--- src/rtl/uart_pkg.sv ---
// Shared UART definitions: state encoding, frame constants and line levels
// used by both the transmit and receive stages.
package uart_pkg;

    typedef enum logic [2:0] {
        ST_IDLE   = 3'd0,
        ST_START  = 3'd1,
        ST_DATA   = 3'd2,
        ST_PARITY = 3'd3,
        ST_STOP   = 3'd4
    } uart_state_e;

    localparam int   DATA_BITS   = 8;
    localparam logic LINE_IDLE   = 1'b1;
    localparam logic START_LEVEL = 1'b0;
    localparam logic STOP_LEVEL  = 1'b1;

    function automatic logic even_parity(input logic [DATA_BITS-1:0] d);
        return ^d;
    endfunction

endpackage

--- src/rtl/uart_tx_if.sv ---
// Byte handshake between an upstream producer (master) and the UART
// transmitter (slave).
interface uart_tx_if;
    import uart_pkg::*;

    logic [DATA_BITS-1:0] tx_data;
    logic                 tx_valid;
    logic                 tx_ready;

    modport master (output tx_data, output tx_valid, input tx_ready);
    modport slave  (input tx_data, input tx_valid, output tx_ready);
endinterface

--- src/rtl/uart_bit_timer.sv ---
// Oversample counter: bit_tick pulses on the last cycle of each bit period.
// Cleared at frame start so every frame begins on a fresh bit boundary.
module uart_bit_timer #(
    parameter int OVERSAMPLE = 8
) (
    input  logic baud_clk,
    input  logic reset,
    input  logic clear,
    input  logic enable,
    output logic bit_tick
);

    localparam int CNT_W = (OVERSAMPLE > 1) ? $clog2(OVERSAMPLE) : 1;
    localparam logic [CNT_W-1:0] CNT_LAST = CNT_W'(OVERSAMPLE - 1);

    logic [CNT_W-1:0] cnt_q;
    logic [CNT_W-1:0] cnt_d;

    assign bit_tick = enable && (cnt_q == CNT_LAST);

    always_comb begin
        cnt_d = cnt_q;
        if (clear) begin
            cnt_d = '0;
        end else if (enable) begin
            cnt_d = bit_tick ? '0 : cnt_q + 1'b1;
        end
    end

    always_ff @(posedge baud_clk or negedge reset) begin
        if (!reset) begin
            cnt_q <= '0;
        end else begin
            cnt_q <= cnt_d;
        end
    end

endmodule

--- src/rtl/uart_tx.sv ---
// UART transmitter: 8 data bits LSB first, STOP_BITS stop bits.
// Define UART_TX_PARITY_EN to insert an even-parity bit after bit 7.
module uart_tx
    import uart_pkg::*;
#(
    parameter int OVERSAMPLE = 8,
    parameter int STOP_BITS  = 1
) (
    input  logic    baud_clk,
    input  logic    reset,
    uart_tx_if.slave tx_if,
    output logic    dout,
    output logic    tx_busy,
    output logic    tx_done
);

    localparam int STOP_W = 1;
    localparam logic [STOP_W-1:0] STOP_LAST = STOP_W'(STOP_BITS - 1);

    uart_state_e          state_q, state_d;
    logic [DATA_BITS-1:0] shift_q, shift_d;
    logic [2:0]           bit_idx_q, bit_idx_d;
    logic [STOP_W-1:0]    stop_cnt_q, stop_cnt_d;
    logic                 dout_q, dout_d;
    logic                 timer_clear;
    logic                 bit_tick;
`ifdef UART_TX_PARITY_EN
    logic                 parity_q, parity_d;
`endif

    uart_bit_timer #(
        .OVERSAMPLE (OVERSAMPLE)
    ) u_bit_timer (
        .baud_clk (baud_clk),
        .reset    (reset),
        .clear    (timer_clear),
        .enable   (tx_busy),
        .bit_tick (bit_tick)
    );

    assign tx_if.tx_ready = (state_q == ST_IDLE);
    assign tx_busy        = (state_q != ST_IDLE);
    assign dout           = dout_q;

    always_comb begin
        state_d     = state_q;
        shift_d     = shift_q;
        bit_idx_d   = bit_idx_q;
        stop_cnt_d  = stop_cnt_q;
        timer_clear = 1'b0;
        tx_done     = 1'b0;
`ifdef UART_TX_PARITY_EN
        parity_d    = parity_q;
`endif

        case (state_q)
            ST_IDLE: begin
                if (tx_if.tx_valid) begin
                    shift_d     = tx_if.tx_data;
                    bit_idx_d   = '0;
                    stop_cnt_d  = '0;
                    timer_clear = 1'b1;
                    state_d     = ST_START;
`ifdef UART_TX_PARITY_EN
                    parity_d    = even_parity(tx_if.tx_data);
`endif
                end
            end
            ST_START: begin
                if (bit_tick) state_d = ST_DATA;
            end
            ST_DATA: begin
                if (bit_tick) begin
                    shift_d   = shift_q >> 1;
                    bit_idx_d = bit_idx_q + 3'd1;
                    if (bit_idx_q == 3'(DATA_BITS - 1)) begin
`ifdef UART_TX_PARITY_EN
                        state_d = ST_PARITY;
`else
                        state_d = ST_STOP;
`endif
                    end
                end
            end
`ifdef UART_TX_PARITY_EN
            ST_PARITY: begin
                if (bit_tick) state_d = ST_STOP;
            end
`endif
            ST_STOP: begin
                if (bit_tick) begin
                    if (stop_cnt_q == STOP_LAST) begin
                        tx_done = 1'b1;
                        state_d = ST_IDLE;
                    end else begin
                        stop_cnt_d = stop_cnt_q + 1'b1;
                    end
                end
            end
            default: state_d = ST_IDLE;
        endcase

        // dout is registered, so it follows the state being entered
        dout_d = LINE_IDLE;
        case (state_d)
            ST_START:  dout_d = START_LEVEL;
            ST_DATA:   dout_d = shift_d[0];
`ifdef UART_TX_PARITY_EN
            ST_PARITY: dout_d = parity_d;
`endif
            ST_STOP:   dout_d = STOP_LEVEL;
            default:   dout_d = LINE_IDLE;
        endcase
    end

    always_ff @(posedge baud_clk or negedge reset) begin
        if (!reset) begin
            state_q    <= ST_IDLE;
            shift_q    <= '0;
            bit_idx_q  <= '0;
            stop_cnt_q <= '0;
            dout_q     <= LINE_IDLE;
`ifdef UART_TX_PARITY_EN
            parity_q   <= 1'b0;
`endif
        end else begin
            state_q    <= state_d;
            shift_q    <= shift_d;
            bit_idx_q  <= bit_idx_d;
            stop_cnt_q <= stop_cnt_d;
            dout_q     <= dout_d;
`ifdef UART_TX_PARITY_EN
            parity_q   <= parity_d;
`endif
        end
    end

endmodule

--- src/flat_wrapper.sv ---
// flat-port wrapper written by rule: the top's interface ports become plain ports
module uart_tx_flat import uart_pkg::*;
#(
    parameter int OVERSAMPLE = 8,
    parameter int STOP_BITS  = 1
)
  (baud_clk, reset, dout, tx_busy, tx_done, tx_if_tx_data, tx_if_tx_valid, tx_if_tx_ready);
  uart_tx_if tx_if_i ();
  input  logic baud_clk;
  input  logic reset;
  output logic dout;
  output logic tx_busy;
  output logic tx_done;
  input wire logic [$bits(tx_if_i.tx_data)-1:0] tx_if_tx_data;
  input wire logic [$bits(tx_if_i.tx_valid)-1:0] tx_if_tx_valid;
  output wire logic [$bits(tx_if_i.tx_ready)-1:0] tx_if_tx_ready;
  assign tx_if_i.tx_data = tx_if_tx_data;
  assign tx_if_i.tx_valid = tx_if_tx_valid;
  assign tx_if_tx_ready = tx_if_i.tx_ready;
  uart_tx #(.OVERSAMPLE(OVERSAMPLE), .STOP_BITS(STOP_BITS)) u_core (.baud_clk(baud_clk), .reset(reset), .tx_if(tx_if_i), .dout(dout), .tx_busy(tx_busy), .tx_done(tx_done));
endmodule
--- config.mk ---
export PLATFORM = sky130hd
export DESIGN_NAME = uart_tx_flat
export DESIGN_NICKNAME = d
export VERILOG_FILES = /design/src/rtl/uart_pkg.sv /design/src/rtl/uart_tx_if.sv /design/src/rtl/uart_bit_timer.sv /design/src/rtl/uart_tx.sv /design/src/flat_wrapper.sv
export SDC_FILE = /design/constraint.sdc
export NUM_CORES = 1
export LEC_CHECK = 0
export ABC_CLOCK_PERIOD_IN_PS = 2500
export CAP_MARGIN = 20
export CORE_ASPECT_RATIO = 1.75
export CORE_UTILIZATION = 32
export DETAILED_ROUTE_END_ITERATION = 10
export GPL_ROUTABILITY_DRIVEN = 0
export PLACE_DENSITY = 0.54
export SLEW_MARGIN = 25
export SYNTH_ARGS = -nofsm -noshare
export SYNTH_HDL_FRONTEND = slang
export SYNTH_SLANG_ARGS = --single-unit
--- constraint.sdc ---
create_clock -name baud_clk -period 2.5 [get_ports baud_clk]
set_clock_uncertainty 0.2 [all_clocks]
set_input_delay 0.25 -clock baud_clk [delete_from_list [all_inputs] [get_ports baud_clk]]
set_output_delay 0.25 -clock baud_clk [all_outputs]
set_load 0.05 [all_outputs]
==> results.md <==
* Met3 layer wire length in the routed design at 41 um
* Initial core utilization at 33.75%
* Overflow left after global routing at 0
* Violation count after the first detailed-route iteration at 10
* Depth of the worst register-to-register path at 5
* Power per cell area at 509.7 mW/mm2
* Die extent in x at 42.50 um
* Data arrival time of the worst path at 1.78 ns
* Placeable core region at 0.002721 mm2
* Final critical-path required period at 2.226 ns
* Count of max-cap constraint violations at 0
* Fraction of layout instances using a drive strength above 1 at 19.15%
* Setup violators final at 0
* Post-synthesis instance total at 78
* Post-Route WL at 1.741 mm
* Seq cells post-synth at 18
* Count of instances resized after the clock tree is built at 0
* Height of the die at 72.87 um
* Mean instance size in the synthesized netlist at 11.77 um2
* FP Rows at 25
* Antenna violation net count after detailed routing at 0
* Root buffer cell: sky130_fd_sc_hd__clkbuf_8
* I/O Pins at 15
* Crit path kind: reg2out
* Peak VDD IR at 0.2606 mV
* Pin count of the biggest net entering global routing at 19
* Worst hold path class: in2async
* Clk Latency, worst-skew pair at 0.26 ns
* Most frequent cell after synthesis: sky130_fd_sc_hd__dfrtp_1
* HPWL after detailed placement at 1.195 mm
* End-of-flow core utilization at 41.33%
* DRC violation count after routing at 0
* M1 WL at 805 um
* Routed met2 length at 859 um
* CP startpoint kind: flip-flop
* Top fanout value on the critical path at 10
* Number of sinks driven by the clock tree at 18
* Via count of the first global-routing pass at 659
* Total of buffers placed on input and output ports at 14
* Highest metal layer with signal wires: met4
* Area enclosed by the die boundary at 0.003097 mm2
* Final-report hold violation count at 0
* Sequential element share of the synthesized area at 49.18%
* Normalized max-slew margin at 66.91%
* Synth Flop Type: sky130_fd_sc_hd__dfrtp_1
* Total Negative Setup Slacks at 0 ns
* EDFF count, synth at 0
* Cell types with the largest area share after synthesis: sky130_fd_sc_hd__dfrtp_1 (46%), sky130_fd_sc_hd__ha_1 (5.4%), sky130_fd_sc_hd__buf_6 (3.7%)
* H-Tree Depth at 1
* Transition time of the tightest slew-check pin at 0.4948 ns
* Net count, final at 110
* Inserted Clock Buffers at 3
* Most common library cells after synthesis: sky130_fd_sc_hd__dfrtp_1 (17), sky130_fd_sc_hd__inv_1 (6), sky130_fd_sc_hd__o21ai_0 (5)
* Overall via count from detail_route at 651
* Area share of the leading cell type in the synthesized netlist at 46.32%
* Post-CTS setup buffer count at 0
* Crit share post-route at 89.05%
* Global-route wire length before repair at 3.015 mm
* Setup repair after global routing missed its margin: false
* Status: completed
* Total number of yosys warnings at 0
* Share of flip-flops with an asynchronous set or reset at 100.0%
* Largest area contributor in the synthesized netlist: sky130_fd_sc_hd__dfrtp_1
* Number of buffers on the longest clock path at 2
* Number of buffers inserted by hold repair at cts at 0
* Overall Global Routing Usage at 12.92%
* Antenna fix cells at 0
* Syn Nets at 93
* TritonCTS clock tree: yes
* Cell variety after synth at 31
* Signed area change from the synthesized netlist to the final layout at 22.48%
* Post-DR vias/cell at 5.380
* Fillers at 261
* Initial antenna violation count at 0
* Routed wire length per instance at 14.39 um
* CTS clk-pin slew, worst paths at 0.07 ns
* Max-slew violation count at 0
* Leakage power of the design at 0.4699 nW
* Netlist area before placement at 918.4 um2
* Drt pass-1 iters at 4
* Fmax at 0.4492 GHz
* Crit path required time at 2.05 ns
* Category of the worst setup path capture point: primary output
-- cell families after synthesis --
family	after synthesis	synth area share, %
AO/OA/AOI/OAI	22	18.94
adder cells (fa/ha/maj)	4	5.450
buffers and inverters	11	7.493
flip-flops	18	49.18
AND/OR/NAND/NOR	23	18.94
-- worst paths after layout --
path | from | endpoint | slack (ns)
max | u_core.state_q[1] | tx_busy | 0.27
min | reset | u_core.state_q[2] | 0.12
max reg2reg | u_core.u_bit_timer.cnt_q[0] | u_core.shift_q[1] | 0.56
min reg2reg | u_core.u_bit_timer.cnt_q[0] | u_core.u_bit_timer.cnt_q[0] | 0.29
max in group asynchronous | reset | u_core.dout | 1.72
min in group baud_clk | u_core.u_bit_timer.cnt_q[0] | u_core.u_bit_timer.cnt_q[0] | 0.29
-- power breakdown --
part	internal (mW)	total (mW)	leakage, nW	switching [mW]
clock network	0.140	0.245	0.0288	0.105
registers	0.294	0.295	0.226	0.00108
logic	0.0194	0.0333	0.216	0.0140
total	0.454	0.573	0.470	0.120
-- metal layers --
layer	track usage, %	vias up
met5	0	-
met4	7.292	0
met3	1.485	4
met2	20.85	12
met1	16.56	317
li1	-	318
-- final cells by class --
class	count	area (um2)	area share, %
multi-input combinational	49	404.1	35.93
tap	27	33.78	3.003
sequential	18	451.7	40.16
timing repair buffer	17	157.7	14.02
inverter	6	22.52	2.002
clock buffer	4	55.05	4.894
-- registers in the layout, indices dropped and copies added (netlist names) --
signal and flops:
u_core.u_bit_timer.cnt_q 3, u_core.shift_q 8, u_core.dout 1, u_core.bit_idx_q 3
u_core.state_q 3
-- critical path, stage by stage (launching register included) --
cell	delay, ns
sky130_fd_sc_hd__dfrtp_1	0.57
sky130_fd_sc_hd__nor3_2	0.09
sky130_fd_sc_hd__inv_1	0.06
sky130_fd_sc_hd__clkdlybuf4s50_1	0.79
-- layout by cell type (no fill, tap or decap), types with 2 or more instances in the layout --
master,count
sky130_fd_sc_hd__dfrtp_1,17
sky130_fd_sc_hd__clkdlybuf4s50_1,12
sky130_fd_sc_hd__inv_1,6
sky130_fd_sc_hd__o21ai_0,5
sky130_fd_sc_hd__buf_4,5
sky130_fd_sc_hd__nand2b_1,4
sky130_fd_sc_hd__nand3b_1,4
sky130_fd_sc_hd__nor2_1,4
sky130_fd_sc_hd__ha_1,4
sky130_fd_sc_hd__clkbuf_8,4
sky130_fd_sc_hd__a22oi_1,3
sky130_fd_sc_hd__a221o_1,3
sky130_fd_sc_hd__a22o_1,3
sky130_fd_sc_hd__a21oi_1,2
sky130_fd_sc_hd__nand2_1,2
-- metrics by stage --
stage / hold WS, ns / worst slack, ns / instances / instance area, um2 / power (mW)
finish: 0.1159 / 0.2736 / 121 / 1125 / 0.5734
global route: 0.1423 / 0.2005 / 121 / 1125 / 0.5890
CTS: 0.1314 / 0.2731 / 121 / 1125 / 0.5771
detailed placement: 0.2824 / 0.5177 / 117 / 1070 / 0.3350
global placement: 0.2743 / 0.5555 / 117 / 1070 / 0.3346
floorplan: -0.2456 / 0.2163 / 78 / 924.6 / 0.3083
Note: power is estimated with default switching activity, not from simulation.
